**src/rtl/i2s_rx_stream_arbiter_if.sv**
```systemverilog
// i2s_rx_stream_arbiter_if: channel sample inputs and uDMA output stream of the arbiter.
interface i2s_rx_stream_arbiter_if;
    logic [31:0] ch0_data_i;
    logic [31:0] ch1_data_i;
    logic        ch0_valid_i;
    logic        ch1_valid_i;
    logic        ch0_ready_o;
    logic        ch1_ready_o;
    logic [31:0] udma_data_o;
    logic        udma_chid_o;
    logic        udma_valid_o;
    logic        udma_ready_i;
    modport master (
        input  ch0_data_i, ch1_data_i, ch0_valid_i, ch1_valid_i, udma_ready_i,
        output ch0_ready_o, ch1_ready_o, udma_data_o, udma_chid_o, udma_valid_o
    );
    modport slave (
        output ch0_data_i, ch1_data_i, ch0_valid_i, ch1_valid_i, udma_ready_i,
        input  ch0_ready_o, ch1_ready_o, udma_data_o, udma_chid_o, udma_valid_o
    );
endinterface

```
**src/rtl/i2s_rx_stream_arbiter.sv**
```systemverilog
// i2s_rx_stream_arbiter: merges ch0/ch1 sample words into one registered uDMA stream, in strict turn order.
module i2s_rx_stream_arbiter (
    input  logic                   clk_i,
    input  logic                   rstn_i,
    input  logic                   cfg_en_i,
    input  logic                   cfg_2ch_i,
    input  logic [3:0]             cfg_num_word_i,
    input  logic                   cfg_rx_continuous_i,
    output logic                   evt_done_o,
    output logic                   sts_busy_o,
    output logic [4:0]             sts_count_o,
    i2s_rx_stream_arbiter_if.master bus
);
    typedef enum logic [1:0] {IDLE, WAIT_CH0, WAIT_CH1, DONE} state_e;
    state_e      state_q, state_d;
    logic [31:0] data_q, data_d;
    logic        chid_q, chid_d, valid_q, valid_d, done_q, done_d;
    logic [4:0]  count_q, count_d, count_inc;
    logic        slot_free, rdy0, rdy1, acc0, acc1, acc, last;
    always_comb begin
        slot_free = !valid_q || bus.udma_ready_i;
        rdy0      = cfg_en_i && state_q == WAIT_CH0 && slot_free;
        rdy1      = cfg_en_i && state_q == WAIT_CH1 && slot_free;
        acc0      = rdy0 && bus.ch0_valid_i;
        acc1      = rdy1 && bus.ch1_valid_i;
        acc       = acc0 || acc1;
        count_inc = count_q + 5'd1;
        last      = !cfg_rx_continuous_i && acc && count_inc == {1'b0, cfg_num_word_i} + 5'd1;
        state_d   = !cfg_en_i ? IDLE :
                    state_q == IDLE ? WAIT_CH0 :
                    last ? DONE :
                    acc0 ? (cfg_2ch_i ? WAIT_CH1 : WAIT_CH0) :
                    acc1 ? WAIT_CH0 : state_q;
        // a new accept refills the slot in the same cycle the old word leaves
        valid_d   = cfg_en_i && (acc || (valid_q && !bus.udma_ready_i));
        data_d    = acc0 ? bus.ch0_data_i : acc1 ? bus.ch1_data_i : data_q;
        chid_d    = acc ? acc1 : chid_q;
        count_d   = (!cfg_en_i || state_q == IDLE) ? 5'd0 : acc ? count_inc : count_q;
        done_d    = last;
    end
    always_ff @(posedge clk_i or negedge rstn_i) begin
        if (!rstn_i) begin
            state_q <= IDLE;
            data_q  <= '0;
            chid_q  <= 1'b0;
            valid_q <= 1'b0;
            done_q  <= 1'b0;
            count_q <= '0;
        end else begin
            state_q <= state_d;
            data_q  <= data_d;
            chid_q  <= chid_d;
            valid_q <= valid_d;
            done_q  <= done_d;
            count_q <= count_d;
        end
    end
    assign bus.ch0_ready_o  = rdy0;
    assign bus.ch1_ready_o  = rdy1;
    assign bus.udma_data_o  = data_q;
    assign bus.udma_chid_o  = chid_q;
    assign bus.udma_valid_o = valid_q;
    assign evt_done_o       = done_q;
    assign sts_count_o      = count_q;
    assign sts_busy_o       = state_q == WAIT_CH0 || state_q == WAIT_CH1 || valid_q;
endmodule

```
**src/flat_wrapper.sv**
```systemverilog
// flat-port wrapper written by rule: the top's interface ports become plain ports
module i2s_rx_stream_arbiter_flat 
  (clk_i, rstn_i, cfg_en_i, cfg_2ch_i, cfg_num_word_i, cfg_rx_continuous_i, evt_done_o, sts_busy_o, sts_count_o, bus_ch0_data_i, bus_ch1_data_i, bus_ch0_valid_i, bus_ch1_valid_i, bus_udma_ready_i, bus_ch0_ready_o, bus_ch1_ready_o, bus_udma_data_o, bus_udma_chid_o, bus_udma_valid_o);
  i2s_rx_stream_arbiter_if bus_i ();
  input  logic clk_i;
  input  logic rstn_i;
  input  logic cfg_en_i;
  input  logic cfg_2ch_i;
  input  logic [3:0] cfg_num_word_i;
  input  logic cfg_rx_continuous_i;
  output logic evt_done_o;
  output logic sts_busy_o;
  output logic [4:0] sts_count_o;
  input wire logic [$bits(bus_i.ch0_data_i)-1:0] bus_ch0_data_i;
  input wire logic [$bits(bus_i.ch1_data_i)-1:0] bus_ch1_data_i;
  input wire logic [$bits(bus_i.ch0_valid_i)-1:0] bus_ch0_valid_i;
  input wire logic [$bits(bus_i.ch1_valid_i)-1:0] bus_ch1_valid_i;
  input wire logic [$bits(bus_i.udma_ready_i)-1:0] bus_udma_ready_i;
  output wire logic [$bits(bus_i.ch0_ready_o)-1:0] bus_ch0_ready_o;
  output wire logic [$bits(bus_i.ch1_ready_o)-1:0] bus_ch1_ready_o;
  output wire logic [$bits(bus_i.udma_data_o)-1:0] bus_udma_data_o;
  output wire logic [$bits(bus_i.udma_chid_o)-1:0] bus_udma_chid_o;
  output wire logic [$bits(bus_i.udma_valid_o)-1:0] bus_udma_valid_o;
  assign bus_i.ch0_data_i = bus_ch0_data_i;
  assign bus_i.ch1_data_i = bus_ch1_data_i;
  assign bus_i.ch0_valid_i = bus_ch0_valid_i;
  assign bus_i.ch1_valid_i = bus_ch1_valid_i;
  assign bus_i.udma_ready_i = bus_udma_ready_i;
  assign bus_ch0_ready_o = bus_i.ch0_ready_o;
  assign bus_ch1_ready_o = bus_i.ch1_ready_o;
  assign bus_udma_data_o = bus_i.udma_data_o;
  assign bus_udma_chid_o = bus_i.udma_chid_o;
  assign bus_udma_valid_o = bus_i.udma_valid_o;
  i2s_rx_stream_arbiter u_core (.clk_i(clk_i), .rstn_i(rstn_i), .cfg_en_i(cfg_en_i), .cfg_2ch_i(cfg_2ch_i), .cfg_num_word_i(cfg_num_word_i), .cfg_rx_continuous_i(cfg_rx_continuous_i), .evt_done_o(evt_done_o), .sts_busy_o(sts_busy_o), .sts_count_o(sts_count_o), .bus(bus_i));
endmodule
```
**config.mk**
```make
export PLATFORM = sky130hd
export DESIGN_NAME = i2s_rx_stream_arbiter_flat
export DESIGN_NICKNAME = d
export VERILOG_FILES = /design/src/rtl/i2s_rx_stream_arbiter_if.sv /design/src/rtl/i2s_rx_stream_arbiter.sv /design/src/flat_wrapper.sv
export SDC_FILE = /design/constraint.sdc
export NUM_CORES = 1
export LEC_CHECK = 0
export CORE_MARGIN = 2
export CORE_UTILIZATION = 35
export DETAILED_ROUTE_END_ITERATION = 8
export PLACE_DENSITY = 0.81
export SLEW_MARGIN = 10
export SYNTH_ARGS = -nofsm -noshare
export SYNTH_HDL_FRONTEND = slang
export SYNTH_SLANG_ARGS = --single-unit
```
**constraint.sdc**
```tcl
create_clock -name clk_i -period 1.6 [get_ports clk_i]
set_input_delay 0.16 -clock clk_i [delete_from_list [all_inputs] [get_ports clk_i]]
set_output_delay 0.16 -clock clk_i [all_outputs]
set_load 0.03 [all_outputs]
```
# Word level (Yosys, flattened, before mapping)
# Index checks and enable logic that the tools add are counted.
# totals
output_inout_bits,43
reg_bits,42
input_bits,76
# classes
muxes,10
n_reduce_logical,23
n_eq_ne,4
n_addsub,2
# op_table
op,count
$mux W32,2
$mux W2,6
$logic_and A1 B1 Y1,10
$mux W5,2
$logic_or A1 B1 Y1,6
$add A4 B1 Y5 const B,1
$add A5 B1 Y5 const B,1
$eq A5 B5 Y1,1
$ne A5 B1 Y1 const B,1
$logic_not A1 Y1,4
$reduce_bool A2 Y1,2
$eq A2 B1 Y1 const B,1
$eq A2 B2 Y1 const B,1
$logic_not A2 Y1,1

# Depth between registers and ports, before layout
# depth
word_depth,10
depth_mapped,8
depth_no_buf,7

# Worst setup path before layout
# OpenSTA, ideal clock, no wires.
# synth_timing
path_type,register to register
start,reg u_core.count_q[0] (netlist: u_core.sts_count_o[0])
end,reg u_core.state_q[1]
setup_ps,82
arrival_time_ps,1523
stages_incl_launch_ff,7
n_path_buf,0
setup_slack_ps,-4
required_ps,1518
cell_sequence,dfrtp_1 > ha_1 > xnor2_1 > xnor2_1 > nor4_1 > nand4_1 > a31oi_1
# synth_between
elab_chain_cells,6
# synth_rtl
element,line_no,text
start: declaration,i2s_rx_stream_arbiter.sv:18,"logic [4:0] count_q, count_d, count_inc;"
start signal: assignment,i2s_rx_stream_arbiter.sv:55,count_q <= count_d;
$add A5 B1 Y5 *,i2s_rx_stream_arbiter.sv:27,count_inc = count_q + 5'd1;
$eq A5 B5 Y1 *,i2s_rx_stream_arbiter.sv:28,"last = !cfg_rx_continuous_i && acc && count_inc == {1'b0, cfg_num_word_i} + 5'd1;"
$logic_and A1 B1 Y1 *,i2s_rx_stream_arbiter.sv:28,
$mux W2,i2s_rx_stream_arbiter.sv:31,last ? DONE :
$mux W2,i2s_rx_stream_arbiter.sv:30,state_q == IDLE ? WAIT_CH0 :
$mux W2,i2s_rx_stream_arbiter.sv:29,state_d = !cfg_en_i ? IDLE :
end signal: assignment,i2s_rx_stream_arbiter.sv:50,state_q <= state_d;
end: declaration,i2s_rx_stream_arbiter.sv:15,"state_e state_q, state_d;"
# Mark *: on every way between the ends. The rest lies on a longest branch, timed or not.
# A chain may end at the register's enable or synchronous reset.

# Final worst setup path
# layout_timing
start,reg u_core.state_q[1]
end,reg u_core.data_q[28] (netlist: u_core.bus.udma_data_o[28])
# layout_between
elab_chain_cells,5
# layout_rtl
element,line_no,text
$eq A2 B1 Y1 or $eq A2 B2 Y1 (tied branches),"i2s_rx_stream_arbiter.sv:22, i2s_rx_stream_arbiter.sv:23",
$logic_and A1 B1 Y1 (on tied branches) (2 in a row),"i2s_rx_stream_arbiter.sv:22, i2s_rx_stream_arbiter.sv:23",
$logic_and A1 B1 Y1 (on tied branches),"i2s_rx_stream_arbiter.sv:24, i2s_rx_stream_arbiter.sv:25",
$mux W32 or $reduce_bool A2 Y1 (tied branches),n/a,
end signal: assignment,i2s_rx_stream_arbiter.sv:51,data_q <= data_d;
end: declaration,i2s_rx_stream_arbiter.sv:16,"logic [31:0] data_q, data_d;"
# Parallel ways exist; a longest one is shown, timed or not.

==> summary.txt <==
Cells and area
  – Diode count: 0
  – Most common cell after layout, fill and taps aside: clkdlybuf4s50_1
  – Fin util: between 60% and 70%
  – Share of post-route cells with drive strength above 1: 14.9%
  – Nets: 428
  – Most frequent cells in the layout: clkdlybuf4s50_1, dfrtp_1, nand2_1, mux2i_1, o21ai_1
  – Area Overhead vs Synth: 79.6%

Yosys
  – Proportion of synthesized area in mux cells: between 15 and 20%
  – Simple-gate share of the synthesized area: between 10% and 20%
  – Synth Area in Adders: between 2 and 3%
  – Synth Area in Compound Gates: under 10%
  – Syn_area_per_cell: approximately 10 sq um
  – Syn Nets: 288
  – Post-Syn Area: ~2200 sq um
  – Synthesis Warnings: 0
  – #FFs+latches synth: 42
  – Yosys cell types: 30
  – Post-Synth XOR/XNOR Area: under 10%
  – Seq/Total Area, Yosys: 48.8%
  – Largest family of logic cells by synthesized area: multiplexers
  – Post-Syn Instances: between 200 and 250

Clock network
  – H-tree lvl count: 2
  – Clk slew on worst S/H paths: 0.08 ns
  – Deepest clock path buffer count: 2
  – Clock Sinks: 42
  – Skew-Pair Late Insertion Delay: between 0.2 and 0.3 ns
  – TritonCTS Buffers: 5
  – CTS root buf: clkbuf_8
  – CTS tree: built

STA
  – Fin. max-slew vios: 0
  – Final Setup Violations: 4
  – Min Tclk post-route: roughly 1.6 ns
  – Worst Tran Pin Value: 0.459 ns
  – Relative slew slack: between 60 and 70%
  – Final hold viol count: 0
  – Setup total negative slack: -0.0587 ns
  – Tcrit/Tclk final: 102%
  – Unrepaired setup endpoints after global routing: yes
  – Final WS setup: -0.0276 ns
  – Max Freq: about 0.61 GHz
  – Hold_ws: around 0.37 ns
  – Clock Skews: 0.00337 ns

Worst setup path
  – CP max FO: 5
  – Crit path largest cell delay: about 0.4 ns
  – Type of origin of the critical path: register
  – CP most frequent cell: buf_6
  – R2R depth: 7
  – Crit Path Category: register to register
  – Critical Path AT: ~1.8 ns
  – Slowest CP cell: dfrtp_1
  – Crit-path cells: buf_6 > ha_4 > buf_6 > nand4_4 > bufbuf_16 > mux2i_1 > o21ai_0
  – CP endpoint kind: register
  – Required @ worst endpoint: about 1.8 ns

Global route
  – Vias in the first global route: 2033
  – Largest net degree at the start of global routing: 37
  – GRT overflow: 0
  – Tot GR Track Use: between 10% and 20%
  – First-pass GRT wire length: roughly 9400 um
  – Antenna violations before repair: 0

Outcome
  – Failing checks: setup timing
  – Outcome: complete, but fails checks

Power
  – P_leak: about 1.9 nW
  – PwrDens: 956 nW/um^2
  – Total power draw: 3.70 mW
  – Worst IR Drop VDD: about 0.58 mV

Routing
  – Drt via density: 4.81
  – Final WL: ~6500 um
  – Post-DR wirelength/cell: between 15 and 20 um
  – DRC: 0
  – Initial DRC count: between 50 and 60
  – Antenna-violating nets left: 0
  – First-pass iteration count of the detailed router: 5
  – Vias: about 2000

Min path
  – HP Class: input port to asynchronous set/reset pin

Placed design
  – Hpwl dp: 4520 um
  – Port Buffers: roughly 120
  – Routability cong.: 0.798

Floorplan
  – Die H: just over 80 um
  – Die X: approximately 82 um
  – # rows: 28
  – Effective utilization at floorplan: 36.4%
  – Core footprint: 5920 sq um
  – Die area: just under 7000 sq um
  – I/O pin cnt: 119

Job
  – Max Cap Violations: 0
-- report_power, final --
group / leakage, nW / switching [mW] / internal, mW
Clock: 0.0524 / 0.349 / 0.467
Combinational: 1.27 / 0.773 / 0.723
Sequential: 0.535 / 0.119 / 1.27
Total: 1.86 / 1.24 / 2.46
-- worst paths after layout --
check | to | from | slack, ns
min in group clk_i | u_core.bus.udma_data_o[14]$_DFFE_PN0P_ | bus_ch0_data_i[14] | 0.41
worst max register to register | u_core.bus.udma_data_o[28]$_DFFE_PN0P_ | u_core.state_q[1]$_DFFE_PN0P_ | -0.03
max in group asynchronous | u_core.sts_count_o[0]$_DFFE_PN0P_ | rstn_i | 0.72
worst max-delay path | u_core.bus.udma_data_o[28]$_DFFE_PN0P_ | u_core.state_q[1]$_DFFE_PN0P_ | -0.03
worst min-delay path | u_core.bus.udma_data_o[2]$_DFFE_PN0P_ | rstn_i | 0.37
worst min register to register | u_core.bus.udma_chid_o$_DFFE_PN0P_ | u_core.bus.udma_chid_o$_DFFE_PN0P_ | 0.55
-- cell usage after synthesis (all sizes together) --
master / n / area (sq um)
a31oi: 1 / 6.26
ha: 5 / 62.6
o21ai: 34 / 170
a22oi: 1 / 7.51
and2b: 1 / 7.51
a2bb2oi: 1 / 8.76
nand2b: 2 / 12.5
inv: 5 / 18.8
buf: 8 / 68.8
clkbuf: 2 / 7.51
nor4: 3 / 18.8
and3: 2 / 12.5
nand3: 4 / 20.0
dfrtp: 42 / 1050
mux2i: 33 / 330
xnor2: 9 / 78.8
or2: 1 / 6.26
nand2: 36 / 135
o21bai: 1 / 7.51
nand4: 2 / 18.8
nor2: 5 / 18.8
xor2: 5 / 43.8
a21oi: 1 / 5.00
nor3: 3 / 37.5
-- cell type report --
| class | instances | area (sq um) |
|---|---|---|
| Fill cell | 473 | 2050 |
| Timing Repair Buffer | 143 | 1500 |
| Multi-Input combinational cell | 150 | 1100 |
| Sequential cell | 42 | 1050 |
| Tap cell | 75 | 93.8 |
| Clock buffer | 7 | 76.3 |
| Clock inverter | 1 | 30.0 |
| Inverter | 5 | 18.8 |
-- logic make-up after synthesis --
family	Yosys count
simple gates	59
flops	42
compound gates	39
mux	33
buf+inv	15
xor+xnor	14
fa+ha+maj	5
-- critical path, delay by kind of cell (launching register included) --
kind | cells | cell delay (ns)
flops | 1 | 0.41
mux | 1 | 0.17
fa+ha+maj | 1 | 0.15
simple gates | 1 | 0.13
compound gates | 1 | 0.10
buf+inv | 3 | 0.54
-- stage by stage --
step / cells / cell area, sq um / worst slack, ns
3_5_place_dp: 405 / 3510 / -0.194
4_1_cts: 420 / 3750 / -0.0311
5_1_grt: 423 / 3870 / -0.0801
2_1_floorplan: 207 / 2160 / 0.0489
6_report: 423 / 3870 / -0.0276
3_3_place_gp: 405 / 3510 / -0.0969
-- per-layer routing --
metal	part of all wire [%]	track usage, %	wire (um)
met2	54	34.9	3520
met4	0.77	4.50	50
met5	0	0	0
met1	37	19.6	2410
met3	7.8	4.57	505
-- sequential cells by signal, indices dropped and copies added, names as in the netlist --
signal,cells
u_core.bus.udma_valid_o,1
u_core.bus.udma_chid_o,1
u_core.state_q,2
u_core.sts_count_o,5
u_core.evt_done_o,1
u_core.bus.udma_data_o,32
-- repair_timing --
| item | CTS | global route |
|---|---|---|
| hold endpoints to repair | 17 | 0 |
| buffers inserted | 4 | 4 |
| hold buffers | 1 | 0 |
| resized for setup | 20 | 23 |
| cloned | 2 | 1 |
| pin swaps | 4 | 7 |
| setup endpoints to repair | 28 | 41 |
Note: power is estimated with default switching activity, not from simulation.
